**src/rtl/keypad_entry_ctrl.sv**
```systemverilog
// keypad_entry_ctrl: debounced single-shot key capture with two-digit multiplexed display
module keypad_entry_ctrl #(
  parameter int DEBOUNCE_CYCLES = 4,
  parameter int MUX_CYCLES      = 8,
  parameter int CNT_W           = 16
) (
  input  logic       clk,
  input  logic       reset,
  input  logic       key_valid,
  input  logic [3:0] key_code,
  output logic [3:0] hex,
  output logic [1:0] an,
  output logic       key_stb,
  output logic [3:0] key_last
);
  typedef enum logic [1:0] {IDLE, PRESS, HELD, RELEASE} state_t;
  localparam logic [CNT_W-1:0] DB_LAST  = CNT_W'(DEBOUNCE_CYCLES - 1);
  localparam logic [CNT_W-1:0] MUX_LAST = CNT_W'(MUX_CYCLES - 1);
  state_t           state_q, state_d;
  logic [CNT_W-1:0] dcnt_q, dcnt_d, mux_cnt_q, mux_cnt_d;
  logic [3:0]       cand_q, cand_d, digit_new_q, digit_new_d, digit_old_q, digit_old_d;
  logic             vld_new_q, vld_new_d, vld_old_q, vld_old_d, sel_q, sel_d, key_stb_q, key_stb_d;
  logic             commit;
  // debounce FSM next state plus history shift on commit
  always_comb begin
    state_d = state_q;
    dcnt_d  = dcnt_q;
    cand_d  = cand_q;
    commit  = 1'b0;
    case (state_q)
      IDLE:    if (key_valid) begin
                 cand_d  = key_code;
                 dcnt_d  = '0;
                 state_d = PRESS;
               end
      PRESS:   if (!key_valid || key_code != cand_q) state_d = IDLE;
               else if (dcnt_q == DB_LAST) begin
                 commit  = 1'b1;
                 state_d = HELD;
               end else dcnt_d = dcnt_q + 1'b1;
      HELD:    if (!key_valid) begin
                 dcnt_d  = '0;
                 state_d = RELEASE;
               end
      RELEASE: if (key_valid) state_d = HELD;
               else if (dcnt_q == DB_LAST) state_d = IDLE;
               else dcnt_d = dcnt_q + 1'b1;
      default: state_d = IDLE;
    endcase
    digit_new_d = commit ? cand_q : digit_new_q;
    digit_old_d = commit ? digit_new_q : digit_old_q;
    vld_new_d   = commit ? 1'b1 : vld_new_q;
    vld_old_d   = commit ? vld_new_q : vld_old_q;
    key_stb_d   = commit;
  end
  // free-running digit mux, independent of the FSM
  always_comb begin
    mux_cnt_d = (mux_cnt_q == MUX_LAST) ? '0 : mux_cnt_q + 1'b1;
    sel_d     = sel_q ^ (mux_cnt_q == MUX_LAST);
  end
  // state registers
  always_ff @(posedge clk or posedge reset) begin
    if (reset) begin
      state_q     <= IDLE;
      dcnt_q      <= '0;
      cand_q      <= '0;
      digit_new_q <= '0;
      digit_old_q <= '0;
      vld_new_q   <= 1'b0;
      vld_old_q   <= 1'b0;
      mux_cnt_q   <= '0;
      sel_q       <= 1'b0;
      key_stb_q   <= 1'b0;
    end else begin
      state_q     <= state_d;
      dcnt_q      <= dcnt_d;
      cand_q      <= cand_d;
      digit_new_q <= digit_new_d;
      digit_old_q <= digit_old_d;
      vld_new_q   <= vld_new_d;
      vld_old_q   <= vld_old_d;
      mux_cnt_q   <= mux_cnt_d;
      sel_q       <= sel_d;
      key_stb_q   <= key_stb_d;
    end
  end
  // display drive: blanking only through the anodes, hex always carries the stored digit
  always_comb begin
    hex      = sel_q ? digit_old_q : digit_new_q;
    an       = sel_q ? (vld_old_q ? 2'b01 : 2'b11) : (vld_new_q ? 2'b10 : 2'b11);
    key_stb  = key_stb_q;
    key_last = digit_new_q;
  end
endmodule
```
**config.mk**
```make
export PLATFORM = sky130hd
export DESIGN_NAME = keypad_entry_ctrl
export DESIGN_NICKNAME = d
export VERILOG_FILES = /design/src/rtl/keypad_entry_ctrl.sv
export SDC_FILE = /design/constraint.sdc
export NUM_CORES = 1
export LEC_CHECK = 0
export CAP_MARGIN = 15
export CORE_MARGIN = 5
export CORE_UTILIZATION = 58
export DETAILED_ROUTE_END_ITERATION = 10
export HOLD_SLACK_MARGIN = 0.05
export PLACE_DENSITY = 0.83
export SYNTH_ARGS = -nofsm -noshare
export SYNTH_HDL_FRONTEND = slang
export SYNTH_SLANG_ARGS = --single-unit
```
**constraint.sdc**
```tcl
create_clock -name clk -period 5.15 [get_ports clk]
set_clock_uncertainty 0.15 [all_clocks]
set_input_delay 1.2875 -clock clk [delete_from_list [all_inputs] [get_ports clk]]
set_output_delay 1.2875 -clock clk [all_outputs]
set_load 0.02 [all_outputs]
```
Yosys cells after proc, flatten, opt, wreduce, memory -nomap -nowiden
Index checks and enable logic that the tools add are counted.
{"block": "op_classes", "addsub": 2, "eq_ne": 12, "n_mux": 21, "n_bitwise": 1, "reduce_logical": 6}
{"operator": "$mux 16", "n": 6}
{"operator": "$pmux 16 s4", "n": 1}
{"operator": "$add 16x1->16 const B", "n": 2}
{"operator": "$eq 16x2->1 const B", "n": 1}
{"operator": "$eq 16x3->1 const B", "n": 1}
{"operator": "$mux 2", "n": 8}
{"operator": "$ne 2x2->1 const B", "n": 4}
{"operator": "$pmux 2 s4", "n": 1}
{"operator": "$reduce_and 4->1", "n": 2}
{"operator": "$ne 3x3->1 const B", "n": 2}
{"operator": "$eq 2x2->1 const B", "n": 2}
{"operator": "$mux 1", "n": 4}
{"operator": "$mux 4", "n": 1}
{"operator": "$ne 4x4->1", "n": 1}
{"operator": "$eq 2x1->1 const B", "n": 1}
{"operator": "$logic_not 2->1", "n": 1}
{"operator": "$reduce_and 2->1", "n": 1}
{"operator": "$logic_not 1->1", "n": 1}
{"operator": "$logic_or 1x1->1", "n": 1}
{"operator": "$xor 1x1->1", "n": 1}
{"block": "totals", "reg_bits": 50, "input_bits": 7, "out_inout_bits": 11, "word_cells": 52}

Logic depth before layout (Yosys ltp)
{"block": "logic_depth", "word_depth": 4, "mapped_depth": 9, "depth_no_buf": 7}

Worst setup path before layout
No wires, ideal clock.
{"block": "synth_path", "kind": "input-to-reg", "from": "input port key_code[0]", "to": "register dcnt_q[10]", "setup_time_ns": 0.069, "arrival_time_ns": 2.569, "path_slack_ns": 2.362, "cell_stages": 5, "n_path_buf": 0, "path_cell_list": "xnor2_1 > nand4_1 > a211o_2 > or4b_1 > nand3_1"}
{"block": "synth_between", "elab_chain_cells": 4}
{"item": "start: declaration", "line": "10", "source": "input logic [3:0] key_code,"}
{"item": "$ne 4x4->1", "line": "36", "source": "PRESS: if (!key_valid || key_code != cand_q) state_d = IDLE;"}
{"item": "$logic_or 1x1->1", "line": "36"}
{"item": "$ne 2x2->1 (no source line)"}
{"item": "$reduce_and 4->1 (no source line)"}
{"item": "end signal: assignment", "line": "76", "source": "dcnt_q <= dcnt_d;"}
{"item": "end: declaration", "line": "20", "source": "logic [CNT_W-1:0] dcnt_q, dcnt_d, mux_cnt_q, mux_cnt_d;"}
No other way between the ends.
A chain may end at the register's enable or synchronous reset.

Worst setup path in the final report
{"block": "layout_path", "from": "input port key_code[2]", "to": "register dcnt_q[8]"}
The elaborated chain is that of the path after synthesis.

==> metrics.cfg <==
[status]
outcome=finished clean

[finish]
multi_input_area_um2=1160
antenna_cells=0
nNetsFinal=255
drive_gt1_share_pct=10.2
fillers=306
finalNonFillerCells=296
syn2layout_area_growth_pct=11.7
post-route-util_pct=68.2
seqCellArea_um2=1250

[grt]
grt_pass1_wl_um=8010
grt_max_degree=51
grt_overflow_total=0
grt_pass1_vias=1748
grt_usage_pct=18.7
antenna_found_initial=0

[detailed_routing]
via_per_inst=6.06
vias=1793
dr.pass1.iters=4
drtAntennaViolNets=0
dr.first_iter.drc_count=104
postRouteWirelength_um=4540
drc=0
wl_per_cell_um=15.3

[synthesis]
yosysMostFrequentCell=dfrtp_1
netlist_instances=230
syn_area_um2=2480
syn-num-nets=239
ys_seq_area_share_pct=50.5
synth_top_area_cell=dfrtp_1
avgSynthCellArea_um2=10.8
yosys_warnings=0
netlist_top_cells_count=dfrtp_1 (50), nand2_1 (23), nand3_1 (20)
ys.flop_type=dfrtp_1
synthDistinctLibCells=43
synth_top_area_share_pct=50.5
synth_edf_count=0
ys_seq_elements=50
async_reset_ff_share_pct=100
synth_area_leaders=dfrtp_1 (50%), xnor2_1 (5.7%), mux2_1 (4.1%), mux2_2 (4.1%), nand3_1 (4.0%)

[pwr]
vdd_ir_drop_max_v=0.000208
leakagePower_nw=1.21
p_per_area_nw_per_um2=301
p_total_mw=0.832

[clock_tree]
h-tree-depth=2
clockRootBuffer=clkbuf_8
cts_setup_buffers=0
cts.sinks=50
cts_hold_buf=0
clock_latency_ns=0.30
clkTransAtPathRegs_ns=0.09
cts_tree=built
cts-resized-gates=0
cts_buffer_depth=2
numCtsBuffers=5

[timing]
rsz0062_at_grt=false
worst_slew_pin_slew_ns=1.00
slew_viol_final=0
period_share_pct=64.0
fin_setup_tns_ns=0
fmax_mhz=303
slew_headroom_pct=32.9
period_needed_ns=3.30
finalSetupViolations=0
finalHoldViolCount=0

[job]
drv_cap=0

[worst_setup_path]
end_kind=flop
crit_type=input port to flop
crit_fanout=17
crit_path_start_kind=input port
arrival_ns=3.36
worst-endpoint-required_ns=5.22

[floorplanning]
die_w_um=75.4
core.rowCount=23
start_util_pct=61.1
core-area_um2=4060
die_y_um=75.4
ios=18
fp.dieArea_um2=5680

[placed_design]
dp_hpwl_um=3210
routabilityCongestion=0.835
io_buffers=17
dp_cells=289

[min_path]
hold_path.class=flop to flop

-- registers in the layout, summed over array words and instances, names as in the netlist --
| register | cells |
|---|---|
| key_last | 4 |
| vld_old_q | 1 |
| dcnt_q | 16 |
| vld_new_q | 1 |
| sel_q | 1 |
| key_stb | 1 |
| state_q | 2 |
| mux_cnt_q | 16 |
| cand_q | 4 |
| digit_old_q | 4 |
-- placed cells by master, fill, tap and decap left out, types with 7 or more instances in the layout --
cell             Yosys  layout
dfrtp_1             50      50
nand2_1             23      23
nand3_1             20      20
clkdlybuf4s50_1      0      17
xnor2_1             16      16
nor2_1              10      10
nand4_1              9       9
mux2_1               9       9
mux2_2               9       9
and3_1               7       7
-- cells by family (layout without fill, tap and decap cells) --
logic type,after synthesis,count (layout),share of synthesized area (%)
AND/OR/NAND/NOR,103,103,24.0
flip-flops,50,50,50.5
AO/OA/AOI/OAI,25,25,6.61
XOR/XNOR,20,20,7.07
multiplexers,18,18,8.18
buffers and inverters,12,28,2.67
adder cells (fa/ha/maj),2,2,1.01
-- critical path: stages --
cell and delay, ns:
clkdlybuf4s50_1 0.50, xnor2_1 0.15, a41oi_1 0.16, a211oi_2 0.82, o21ai_0 0.21, a31oi_1 0.23
-- layout make-up --
class                   instances  area share [%]
multi-input cells             168            42.0
inverters                       4           0.542
flip-flops and latches         50            45.2
clock inverters                 2            1.40
repair buffers                 17            6.15
clock buffers                   5            2.49
well taps                      50            2.26
-- stage by stage --
stage               setup slack [ns]  instance area [µm²]  hold WS [ns]
floorplan                       2.36                 2480         0.294
global placement                1.61                 2660         0.312
detailed placement              1.50                 2660         0.326
CTS                             1.84                 2770         0.347
global route                    1.60                 2770         0.362
finish                          1.85                 2770         0.344
-- layer usage --
layer | global-route usage, % | wire [µm] | up-vias
met5 | 0 | 0 | -
met4 | 6.80 | 67 | 0
met3 | 4.75 | 161 | 4
met2 | 29.2 | 2250 | 34
met1 | 25.5 | 2060 | 882
li1 | - | - | 873
-- final timing paths --
check / from / end / slack [ns] / cells after the start
worst max register to register: dcnt_q[1] / digit_old_q[0] / 2.35 / 5
worst min-delay path: mux_cnt_q[15] / mux_cnt_q[15] / 0.34 / 1
worst min register to register: mux_cnt_q[15] / mux_cnt_q[15] / 0.34 / 1
max in group asynchronous: reset / dcnt_q[13] / 2.84 / 2
min in group asynchronous: reset / vld_new_q / 1.39 / 2
worst max-delay path: key_code[2] / dcnt_q[8] / 1.85 / 6
-- power by group --
| part | leakage, nW | switching, mW | internal [mW] | total, mW |
|---|---|---|---|---|
| logic | 0.480 | 0.0516 | 0.0478 | 0.0994 |
| registers | 0.678 | 0.0445 | 0.420 | 0.465 |
| clock network | 0.0542 | 0.125 | 0.143 | 0.268 |
Note: power is estimated with default switching activity, not from simulation.
